==> src/rtl/uart_rx_if.sv <==
// Byte-side port of the UART receiver: valid/ready read channel
// plus the framing-error and overrun event pulses.
interface uart_rx_if;
  logic       rd_valid;
  logic       rd_ready;
  logic [7:0] byte_out;
  logic       frame_err;
  logic       overrun;

  modport master (
    output rd_valid,
    output byte_out,
    output frame_err,
    output overrun,
    input  rd_ready
  );

  modport slave (
    input  rd_valid,
    input  byte_out,
    input  frame_err,
    input  overrun,
    output rd_ready
  );
endinterface

==> src/rtl/uart_rx.sv <==
// 8N1 UART receiver, LSB first, idle-high line.
// Single holding register with framing-error and overrun pulses.
module uart_rx #(
  parameter int CLKS_PER_BIT = 174,
  parameter int HALF_BIT     = CLKS_PER_BIT / 2
) (
  input  logic      clk,
  input  logic      rst,
  input  logic      rx_serial,
  uart_rx_if.master rd
);

  typedef enum logic [2:0] {
    IDLE,
    START,
    DATA,
    STOP,
    BREAK
  } state_e;

  localparam logic [7:0] CPB = 8'(CLKS_PER_BIT);
  localparam logic [7:0] HB  = 8'(HALF_BIT);

  logic       meta_q;
  logic       rx_s_q;

  state_e     state_q, state_d;
  logic [7:0] cnt_q, cnt_d;
  logic [2:0] idx_q, idx_d;
  logic [7:0] shift_q, shift_d;
  logic       valid_q, valid_d;
  logic [7:0] byte_q, byte_d;
  logic       ferr_q, ferr_d;
  logic       ovr_q, ovr_d;

  logic       cnt_zero;
  logic       deliver;
  logic       pop;

  always_ff @(posedge clk) begin
    if (rst) begin
      meta_q <= 1'b1;
      rx_s_q <= 1'b1;
    end else begin
      meta_q <= rx_serial;
      rx_s_q <= meta_q;
    end
  end

  assign cnt_zero = (cnt_q == 8'd0);

  always_comb begin
    state_d = state_q;
    cnt_d   = cnt_q;
    idx_d   = idx_q;
    shift_d = shift_q;
    ferr_d  = 1'b0;
    deliver = 1'b0;
    unique case (state_q)
      IDLE: begin
        if (!rx_s_q) begin
          state_d = START;
          cnt_d   = HB;
        end
      end
      START: begin
        if (!cnt_zero) begin
          cnt_d = cnt_q - 8'd1;
        end else if (!rx_s_q) begin
          state_d = DATA;
          cnt_d   = CPB;
          idx_d   = 3'd0;
        end else begin
          state_d = IDLE;
        end
      end
      DATA: begin
        if (!cnt_zero) begin
          cnt_d = cnt_q - 8'd1;
        end else begin
          shift_d = {rx_s_q, shift_q[7:1]};
          cnt_d   = CPB;
          idx_d   = idx_q + 3'd1;
          if (idx_q == 3'd7) begin
            state_d = STOP;
          end
        end
      end
      STOP: begin
        if (!cnt_zero) begin
          cnt_d = cnt_q - 8'd1;
        end else if (rx_s_q) begin
          deliver = 1'b1;
          state_d = IDLE;
        end else begin
          ferr_d  = 1'b1;
          state_d = BREAK;
        end
      end
      BREAK: begin
        // A held-low line must not be decoded as a stream of 0x00 frames.
        if (rx_s_q) begin
          state_d = IDLE;
        end
      end
      default: begin
        state_d = IDLE;
      end
    endcase
  end

  assign pop = valid_q & rd.rd_ready;

  always_comb begin
    valid_d = valid_q & ~pop;
    byte_d  = byte_q;
    ovr_d   = 1'b0;
    if (deliver) begin
      if (valid_q && !rd.rd_ready) begin
        ovr_d = 1'b1;
      end else begin
        valid_d = 1'b1;
        byte_d  = shift_q;
      end
    end
  end

  always_ff @(posedge clk) begin
    if (rst) begin
      state_q <= IDLE;
      cnt_q   <= 8'd0;
      idx_q   <= 3'd0;
      shift_q <= 8'd0;
      valid_q <= 1'b0;
      byte_q  <= 8'd0;
      ferr_q  <= 1'b0;
      ovr_q   <= 1'b0;
    end else begin
      state_q <= state_d;
      cnt_q   <= cnt_d;
      idx_q   <= idx_d;
      shift_q <= shift_d;
      valid_q <= valid_d;
      byte_q  <= byte_d;
      ferr_q  <= ferr_d;
      ovr_q   <= ovr_d;
    end
  end

  assign rd.rd_valid  = valid_q;
  assign rd.byte_out  = byte_q;
  assign rd.frame_err = ferr_q;
  assign rd.overrun   = ovr_q;

endmodule

==> src/flat_wrapper.sv <==
// flat-port wrapper written by rule: the top's interface ports become plain ports
module uart_rx_flat 
#(
  parameter int CLKS_PER_BIT = 174,
  parameter int HALF_BIT     = CLKS_PER_BIT / 2
)
  (clk, rst, rx_serial, rd_rd_valid, rd_byte_out, rd_frame_err, rd_overrun, rd_rd_ready);
  uart_rx_if rd_i ();
  input  logic clk;
  input  logic rst;
  input  logic rx_serial;
  output wire logic [$bits(rd_i.rd_valid)-1:0] rd_rd_valid;
  output wire logic [$bits(rd_i.byte_out)-1:0] rd_byte_out;
  output wire logic [$bits(rd_i.frame_err)-1:0] rd_frame_err;
  output wire logic [$bits(rd_i.overrun)-1:0] rd_overrun;
  input wire logic [$bits(rd_i.rd_ready)-1:0] rd_rd_ready;
  assign rd_rd_valid = rd_i.rd_valid;
  assign rd_byte_out = rd_i.byte_out;
  assign rd_frame_err = rd_i.frame_err;
  assign rd_overrun = rd_i.overrun;
  assign rd_i.rd_ready = rd_rd_ready;
  uart_rx #(.CLKS_PER_BIT(CLKS_PER_BIT), .HALF_BIT(HALF_BIT)) u_core (.clk(clk), .rst(rst), .rx_serial(rx_serial), .rd(rd_i));
endmodule
==> config.mk <==
export PLATFORM = sky130hd
export DESIGN_NAME = uart_rx_flat
export DESIGN_NICKNAME = d
export VERILOG_FILES = /design/src/rtl/uart_rx_if.sv /design/src/rtl/uart_rx.sv /design/src/flat_wrapper.sv
export SDC_FILE = /design/constraint.sdc
export NUM_CORES = 1
export LEC_CHECK = 0
export CAP_MARGIN = 20
export CORE_AREA = 2 2 57 59
export CTS_CLUSTER_DIAMETER = 30
export DETAILED_ROUTE_END_ITERATION = 8
export DIE_AREA = 0 0 59 61
export DONT_BUFFER_PORTS = 1
export MAX_ROUTING_LAYER = met4
export PLACE_DENSITY = 0.7
export SYNTH_ARGS = -nofsm -noshare
export SYNTH_HDL_FRONTEND = slang
export SYNTH_SLANG_ARGS = --single-unit
==> constraint.sdc <==
create_clock -name clk -period 2.4 [get_ports clk]
set_input_delay 0.24 -clock clk [delete_from_list [all_inputs] [get_ports clk]]
set_output_delay 0.24 -clock clk [all_outputs]
set_load 0.01 [all_outputs]
After elaboration in Yosys (flattened, before gate mapping)
Cells that the tools add are included.
{"block": "op_classes", "n_reduce_logical": 13, "n_eq_ne": 14, "bitwise": 7, "n_addsub": 2, "muxes": 26}
{"operator": "2-to-1 mux 8 bit", "count": 5}
{"operator": "one-hot mux 8 bit (4 select lines)", "count": 1}
{"operator": "2-to-1 mux 3 bit", "count": 10}
{"operator": "one-hot mux 3 bit (5 select lines)", "count": 1}
{"operator": "!= test 2 x 1 -> 1 bit, second input constant", "count": 5}
{"operator": "zero test 8 bit", "count": 1}
{"operator": "AND reduction 4 bit", "count": 2}
{"operator": "subtractor 8 x 1 -> 8 bit, second input constant", "count": 1}
{"operator": "2-to-1 mux 1 bit", "count": 7}
{"operator": "equality test 3 x 2 -> 1 bit, second input constant", "count": 2}
{"operator": "equality test 3 bit, second input constant", "count": 2}
{"operator": "!= test 2 bit, second input constant", "count": 3}
{"operator": "one-hot mux 3 bit (2 select lines)", "count": 1}
{"operator": "AND reduction 6 bit", "count": 1}
{"operator": "NOT 1 bit", "count": 5}
{"operator": "AND reduction 2 bit", "count": 2}
{"operator": "nonzero test 4 bit", "count": 1}
{"operator": "adder 3 x 1 -> 3 bit, second input constant", "count": 1}
{"operator": "equality test 3 x 1 -> 1 bit, second input constant", "count": 1}
{"operator": "zero test 3 bit", "count": 1}
{"operator": "!= test 3 bit, second input constant", "count": 1}
{"operator": "OR reduction 3 bit", "count": 1}
{"operator": "AND 1 bit", "count": 2}
{"operator": "2-to-1 mux 2 bit", "count": 1}
{"operator": "4 further kinds", "count": 4}
{"block": "totals", "in_bits": 4, "elab_cells": 72, "out_inout_bits": 11, "reg_bits": 35}

Longest topological paths before layout
Gate-level depths: netlist of the first run.
{"block": "depth", "word_depth": 5, "depth_mapped": 8, "mapped_depth_nobuf": 7}

Least setup slack after synthesis of the first run
Ideal clock, no wire load.
{"block": "synth_timing", "path_type": "register to register", "startpoint": "register u_core.cnt_q[0]", "endpoint": "register u_core.byte_q[0] (netlist: u_core.rd.byte_out[0])", "synth_period_minus_slack_ns": 2.325, "stages_incl_launch_ff": 9, "t_arrival_ns": 2.197, "slack_ns": 0.075, "t_required_ns": 2.272, "n_path_buf": 1, "setup_time_ns": 0.128, "path_cell_list": "dfxtp_1 inv_1 ha_1 or3b_2 or2_1 buf_6 nor4_4 mux2i_1 nor2_1"}
{"block": "synth_between", "elab_chain_cells": 4}
{"element": "start, declared", "line": "uart_rx.sv:28", "rtl": "logic [7:0] cnt_q, cnt_d;"}
{"element": "start signal, assigned", "line": "uart_rx.sv:140", "rtl": "cnt_q <= cnt_d;"}
{"element": "zero test 8 bit", "line": "uart_rx.sv:50", "rtl": "assign cnt_zero = (cnt_q == 8'd0);"}
{"element": "2-to-1 mux 1 bit", "line": "uart_rx.sv:90", "rtl": "if (!cnt_zero) begin"}
{"element": "2-to-1 mux 1 bit", "line": "uart_rx.sv:59", "rtl": "unique case (state_q)"}
{"element": "AND reduction 2 bit (no line)"}
{"element": "end signal, assigned", "line": "uart_rx.sv:144", "rtl": "byte_q <= byte_d;"}
{"element": "end, declared", "line": "uart_rx.sv:32", "rtl": "logic [7:0] byte_q, byte_d;"}
Every way passes these cells.
A chain may end at the register's enable or synchronous reset.

Worst setup path after layout of the first run
{"block": "layout_timing", "startpoint": "register u_core.cnt_q[0]", "endpoint": "register u_core.byte_q[4] (netlist: u_core.rd.byte_out[4])"}
The elaborated chain is that of the path after synthesis.

==> impl_metrics.py, run 1 <==
metrics = {
    "logic_synthesis": {
        "ys_types": 38,
        "yosysWarningCount": 0,
        "avgSynthCellArea_sq_um": 8.54,
        "yosysSeqAreaShare_pct": 45.1,
        "synth_edf_count": 0,
        "synthArstFlopShare_pct": 0,
        "synth_area_sq_um": 1550,
        "synth_flop_cell": "dfxtp_1",
        "syn_inst": 182,
        "syn_nets": 189,
        "ys_seq_elements": 35,
    },
    "setup_path": {
        "arrival_ns": 2.45,
        "cp_max_fo": 8,
        "startpoint_type": "flip-flop",
        "crit_path_end_kind": "flip-flop",
        "critPathRequiredTime_ns": 2.60,
        "critical_path_class": "flip-flop to flip-flop",
    },
    "timing": {
        "tns_ns": 0,
        "post-route-period-util_pct": 93.5,
        "rsz0062_at_grt": "no",
        "skew_ns": 0.00741,
        "hold_viol": 0,
        "post-route-min-period_ns": 2.24,
        "slew_viol_final": 0,
        "slew_headroom_pct": 40.2,
        "fmax_mhz": 445,
        "setup_viol": 0,
        "tightest_slew_ns": 0.893,
    },
    "floorplan": {
        "die_y_um": 61,
        "coreArea_sq_um": 2950,
        "die_w_um": 59,
        "rows": 20,
        "dieArea_sq_um": 3600,
        "ios": 15,
        "start_util_pct": 52.6,
    },
    "global_route": {
        "track_usage_pct": 20.4,
        "grt_pass1_wl_um": 5290,
        "grt_max_degree": 26,
        "grt_antenna_before_repair": 0,
        "grt_pass1_vias": 1184,
        "grt_overflow": 0,
    },
    "pwr": {
        "seqPwrFrac_pct": 37.5,
        "p_sw_mw": 0.754,
        "power_mw": 1.97,
        "p_clk_share_pct": 21.3,
        "p_sw_share_pct": 38.2,
        "power.density_nw_per_um2": 1150,
        "p_int_mw": 1.22,
        "max-vdd-ir-drop_mv": 0.479,
        "p_comb_share_pct": 41.2,
        "leakage_nw": 0.617,
    },
    "route": {
        "drt_iter0_markers": 112,
        "drtPass1Iterations": 4,
        "vias_per_cell": 5.98,
        "wl_per_cell_um": 14.6,
        "drtAntennaViolNets": 0,
        "vias": 1321,
        "drt_wl_total_um": 3220,
        "drc": 0,
    },
    "final_layout": {
        "nets": 194,
        "stdcell_area_sq_um": 1710,
        "syn_to_final_growth_pct": 10.3,
        "fill_cells": 266,
        "drive_gt1_share_pct": 12.2,
        "seq_area_sq_um": 701,
        "diodes": 0,
        "multi_input_area_sq_um": 792,
        "final-instance-count-excl-fill": 221,
    },
    "cts": {
        "cts_tree": "built",
        "cts_setup_buffers": 0,
        "cts.clk_slew.worst_paths_ns": 0.11,
        "root_buffer": "clkbuf_4",
        "htree_levels": 2,
        "clk_path_buf_depth": 2,
        "clock_latency_ns": 0.34,
        "cts_sinks": 35,
        "cts_buffers": 5,
    },
    "outcome": {
        "status": "finished, final reports clean",
    },
    "hold_path": {
        "hp-class": "input port to flip-flop",
    },
    "placement": {
        "dp_hpwl_um": 2130,
        "place.gp.congestion": 0.789,
        "port_buffers": 0,
        "place_inst": 210,
        "placed_area_sq_um": 1600,
    },
    "job": {
        "cap_viol_max_count": 0,
    },
}
[flip-flops by register name (all words and copies together) (netlist names)]
register and cells:
u_core.shift_q 8, u_core.rd.overrun 1, u_core.meta_q 1, u_core.rd.rd_valid 1, u_core.cnt_q 8, u_core.state_q 3
u_core.rd.byte_out 8, u_core.rx_s_q 1, u_core.rd.frame_err 1, u_core.idx_q 3
[power groups by stage]
| stage | clock network [mW] | logic [mW] | registers [mW] |
|---|---|---|---|
| after floorplan | 0 | 0.645 | 0.722 |
| after global placement | 0 | 0.758 | 0.748 |
| after detailed placement | 0 | 0.771 | 0.751 |
| after CTS | 0.429 | 0.785 | 0.739 |
| after global routing | 0.451 | 0.911 | 0.757 |
| final | 0.421 | 0.813 | 0.740 |
[metal layers]
metal | part of all wire [%] | wire (um) | GRT usage [%]
met4 | 1.1 | 36 | 8.77
met2 | 48 | 1560 | 31.9
met5 | 0 | 0 | -
met3 | 6.4 | 205 | 5.97
met1 | 44 | 1420 | 24.4
[synthesized netlist by cell type, types with 3 or more instances]
cell type  number  share of area [%]
a21oi_1        21                6.8
clkbuf_1        9                2.2
dfxtp_1        35                 45
ha_1            3                2.4
inv_1           5                1.2
mux2i_1         8                5.2
nand2_1        19                4.6
nand3_1        10                3.2
nor2_1         18                4.3
nor2b_1         3                1.2
nor3_1          5                1.6
nor4_1          5                2.0
o21ai_0         8                2.6
[layout make-up]
cell class                      instances  area share [%]
Inverter                                5            1.09
Clock inverter                          3            2.55
Timing Repair Buffer                    8            4.67
Tap cell                               33            2.41
Multi-Input combinational cell        132            46.2
Clock buffer                            5            2.19
Sequential cell                        35            40.9
[per-stage QoR]
step | utilization, % | worst slack (ns) | hold WS, ns
after floorplan | - | 0.0752 | 0.344
after global placement | 54.2 | 0.199 | 0.314
after global routing | 58.1 | 0.00495 | 0.0450
final | 58.1 | 0.155 | 0.0423
after CTS | 58.0 | 0.0952 | 0.0367
after detailed placement | 54.2 | 0.150 | 0.318
[cell usage in the layout (no fill, tap or decap), types with 3 or more instances in the layout]
cell type       n
nor2b_1         3
inv_1           5
ha_1            3
nor3_1          5
nand3_1        10
dlygate4sd3_1   3
o21ai_0         8
clkbuf_4        5
nand2_1        19
nor2_1         18
a21oi_1        21
mux2i_1         8
nor4_1          5
dfxtp_1        35
buf_4           4
[final timing paths]
path                                     start                                  to  slack, ns  cells past startpoint
setup / recovery  u_core.cnt_q[0]$_SDFFE_PP0P_  u_core.rd.byte_out[4]$_SDFFE_PP0P_       0.16                      8
hold / removal                             rst        u_core.cnt_q[5]$_SDFFE_PP0P_       0.04                      1
setup reg to reg  u_core.cnt_q[0]$_SDFFE_PP0P_  u_core.rd.byte_out[4]$_SDFFE_PP0P_       0.16                      8
hold reg to reg       u_core.meta_q$_SDFF_PP1_            u_core.rx_s_q$_SDFF_PP1_       0.42                      1
[cells by family after synthesis]
logic type	count (synthesis)	share of synthesized area (%)
buf+inv	15	4.11
mux	8	5.15
simple gates	74	24.3
flops	35	45.1
fa+ha+maj	3	2.42
compound gates	47	18.9
[timing repair]
item,in CTS,in global routing
resized for setup,0,1
setup endpoints to repair,0,8
hold buffers,3,0
hold endpoints to repair,25,0
[critical path: stages (launching register included)]
cell and delay, ns:
dfxtp_1 0.33, inv_1 0.07, ha_1 0.20, or3b_2 0.48, or2_4 0.30, nor4_4 0.31, buf_12 0.18, mux2i_1 0.19
nor2_1 0.05
Note: power is estimated with default switching activity, not from simulation.
==> run 2: changes to the inputs <==
- CORE_AREA: 2 2 57 59 -> 10 10 73 75
- DIE_AREA: 0 0 59 61 -> 0 0 83 85
- PLACE_DENSITY: 0.7 -> 0.56
==> impl_metrics.py, run 2 (synthesis gave the netlist of run 1 again) <==
metrics = {
    "pwr": {
        "leakage_nw": 0.610,
        "p_sw_mw": 0.751,
        "p_int_mw": 1.23,
        "p_clk_share_pct": 21.3,
        "seqPwrFrac_pct": 37.4,
        "max-vdd-ir-drop_mv": 0.613,
        "p_comb_share_pct": 41.3,
        "p_sw_share_pct": 37.9,
        "power.density_nw_per_um2": 1150,
    },
    "final_layout": {
        "final-instance-count-excl-fill": 235,
        "fill_cells": 418,
        "diodes": 0,
        "syn_to_final_growth_pct": 10.5,
        "final_common_cell": "dfxtp_1",
        "nets": 192,
        "drive_gt1_share_pct": 11.9,
        "layout_common_cells": "dfxtp_1 (35), a21oi_1 (21), nand2_1 (19), nor2_1 (18), nand3_1 (10)",
    },
    "cts": {
        "clk_path_buf_depth": 2,
        "cts.clk_slew.worst_paths_ns": 0.07,
        "cts_resized": 0,
        "clock_latency_ns": 0.28,
        "cts_tree": "built",
        "cts_buffers": 5,
        "root_buffer": "clkbuf_8",
        "htree_levels": 2,
        "cts_setup_buffers": 0,
        "cts_hold_buf": 0,
        "cts_sinks": 35,
    },
    "timing": {
        "post-route-min-period_ns": 2.23,
        "fmax_mhz": 449,
        "setup_viol": 0,
        "skew_ns": 0.00303,
        "slew_headroom_pct": 55.5,
        "post-route-period-util_pct": 92.8,
        "hold_viol": 0,
        "tns_ns": 0,
        "tightest_slew_ns": 0.660,
        "slew_viol_final": 0,
        "rsz0062_at_grt": "no",
    },
    "global_route": {
        "grt_antenna_before_repair": 0,
        "grt_max_degree": 33,
        "grt_pass1_vias": 1269,
        "track_usage_pct": 10.1,
        "grt_overflow": 0,
        "grt_pass1_wl_um": 5910,
    },
    "floorplan": {
        "dieArea_sq_um": 7060,
        "die_y_um": 85,
        "coreArea_sq_um": 3910,
        "die_w_um": 83,
        "ios": 15,
        "start_util_pct": 39.7,
        "rows": 23,
    },
    "placement": {
        "dp_hpwl_um": 2370,
        "place_inst": 228,
        "port_buffers": 0,
        "place.gp.congestion": 0.807,
    },
    "route": {
        "vias_per_cell": 5.50,
        "vias": 1292,
        "drt_wl_total_um": 3300,
        "drc": 0,
        "wl_per_cell_um": 14.1,
        "drtAntennaViolNets": 0,
        "drt_iter0_markers": 99,
        "drtPass1Iterations": 4,
    },
    "setup_path": {
        "cp_max_fo": 4,
        "critPathRequiredTime_ns": 2.58,
        "arrival_ns": 2.40,
        "crit_path_end_kind": "flip-flop",
        "critical_path_class": "flip-flop to flip-flop",
        "startpoint_type": "flip-flop",
    },
    "hold_path": {
        "hp-class": "input port to flip-flop",
    },
    "job": {
        "cap_viol_max_count": 0,
    },
    "outcome": {
        "status": "finished, final reports clean",
    },
}
==> run 2: per-layer routing <==
layer | track usage (%) | routed length [um]
met1 | 12.0 | 1580
met2 | 15.2 | 1450
met3 | 3.63 | 232
met4 | 3.72 | 38
met5 | - | 0
==> run 2: critical path, stage by stage (launching register included) <==
cell and delay, ns:
dfxtp_1 0.32, inv_1 0.08, ha_1 0.20, or3b_2 0.48, or2_1 0.30, or3_2 0.50, a31o_2 0.26
==> run 2: final cells by class <==
class | count | area (sq um) | share of cell area, %
multi-input cells | 132 | 790 | 46.0
flip-flops and latches | 35 | 701 | 40.8
clock buffers | 6 | 82.6 | 4.81
well taps | 50 | 62.6 | 3.64
repair buffers | 6 | 57.6 | 3.35
inverters | 5 | 18.8 | 1.09
clock inverters | 1 | 5.00 | 0.292
==> run 2: worst paths after layout <==
check                                                  start                             end  slack, ns  depth (start not counted)
worst max-delay path            u_core.cnt_q[0]$_SDFFE_PP0P_    u_core.idx_q[0]$_SDFFE_PP0P_       0.17                          6
worst min-delay path                                     rst  u_core.shift_q[2]$_SDFFE_PP0P_       0.03                          1
worst max register to register  u_core.cnt_q[0]$_SDFFE_PP0P_    u_core.idx_q[0]$_SDFFE_PP0P_       0.17                          6
worst min register to register      u_core.meta_q$_SDFF_PP1_        u_core.rx_s_q$_SDFF_PP1_       0.42                          1
==> run 2: per-stage QoR <==
step / setup slack, ns / hold WS (ns) / instance area, sq um / util, % / total power, mW
finish: 0.174 / 0.0264 / 1720 / 43.9 / 1.98
global route: 0.0151 / 0.0110 / 1720 / 43.9 / 2.15
CTS: 0.160 / 0.0122 / 1720 / 43.9 / 1.98
detailed placement: 0.167 / 0.316 / 1630 / 41.6 / 1.56
global placement: 0.227 / 0.315 / 1630 / 41.6 / 1.55
floorplan: 0.0752 / 0.344 / 1550 / - / 1.37
==> run 2: power by group through the flow <==
stage                     registers [mW]  logic (mW)  clock network [mW]
after global placement             0.749       0.799                   0
after floorplan                    0.722       0.645                   0
after detailed placement           0.753       0.808                   0
final                              0.741       0.819               0.422
after CTS                          0.738       0.811               0.436
after global routing               0.754       0.924               0.467
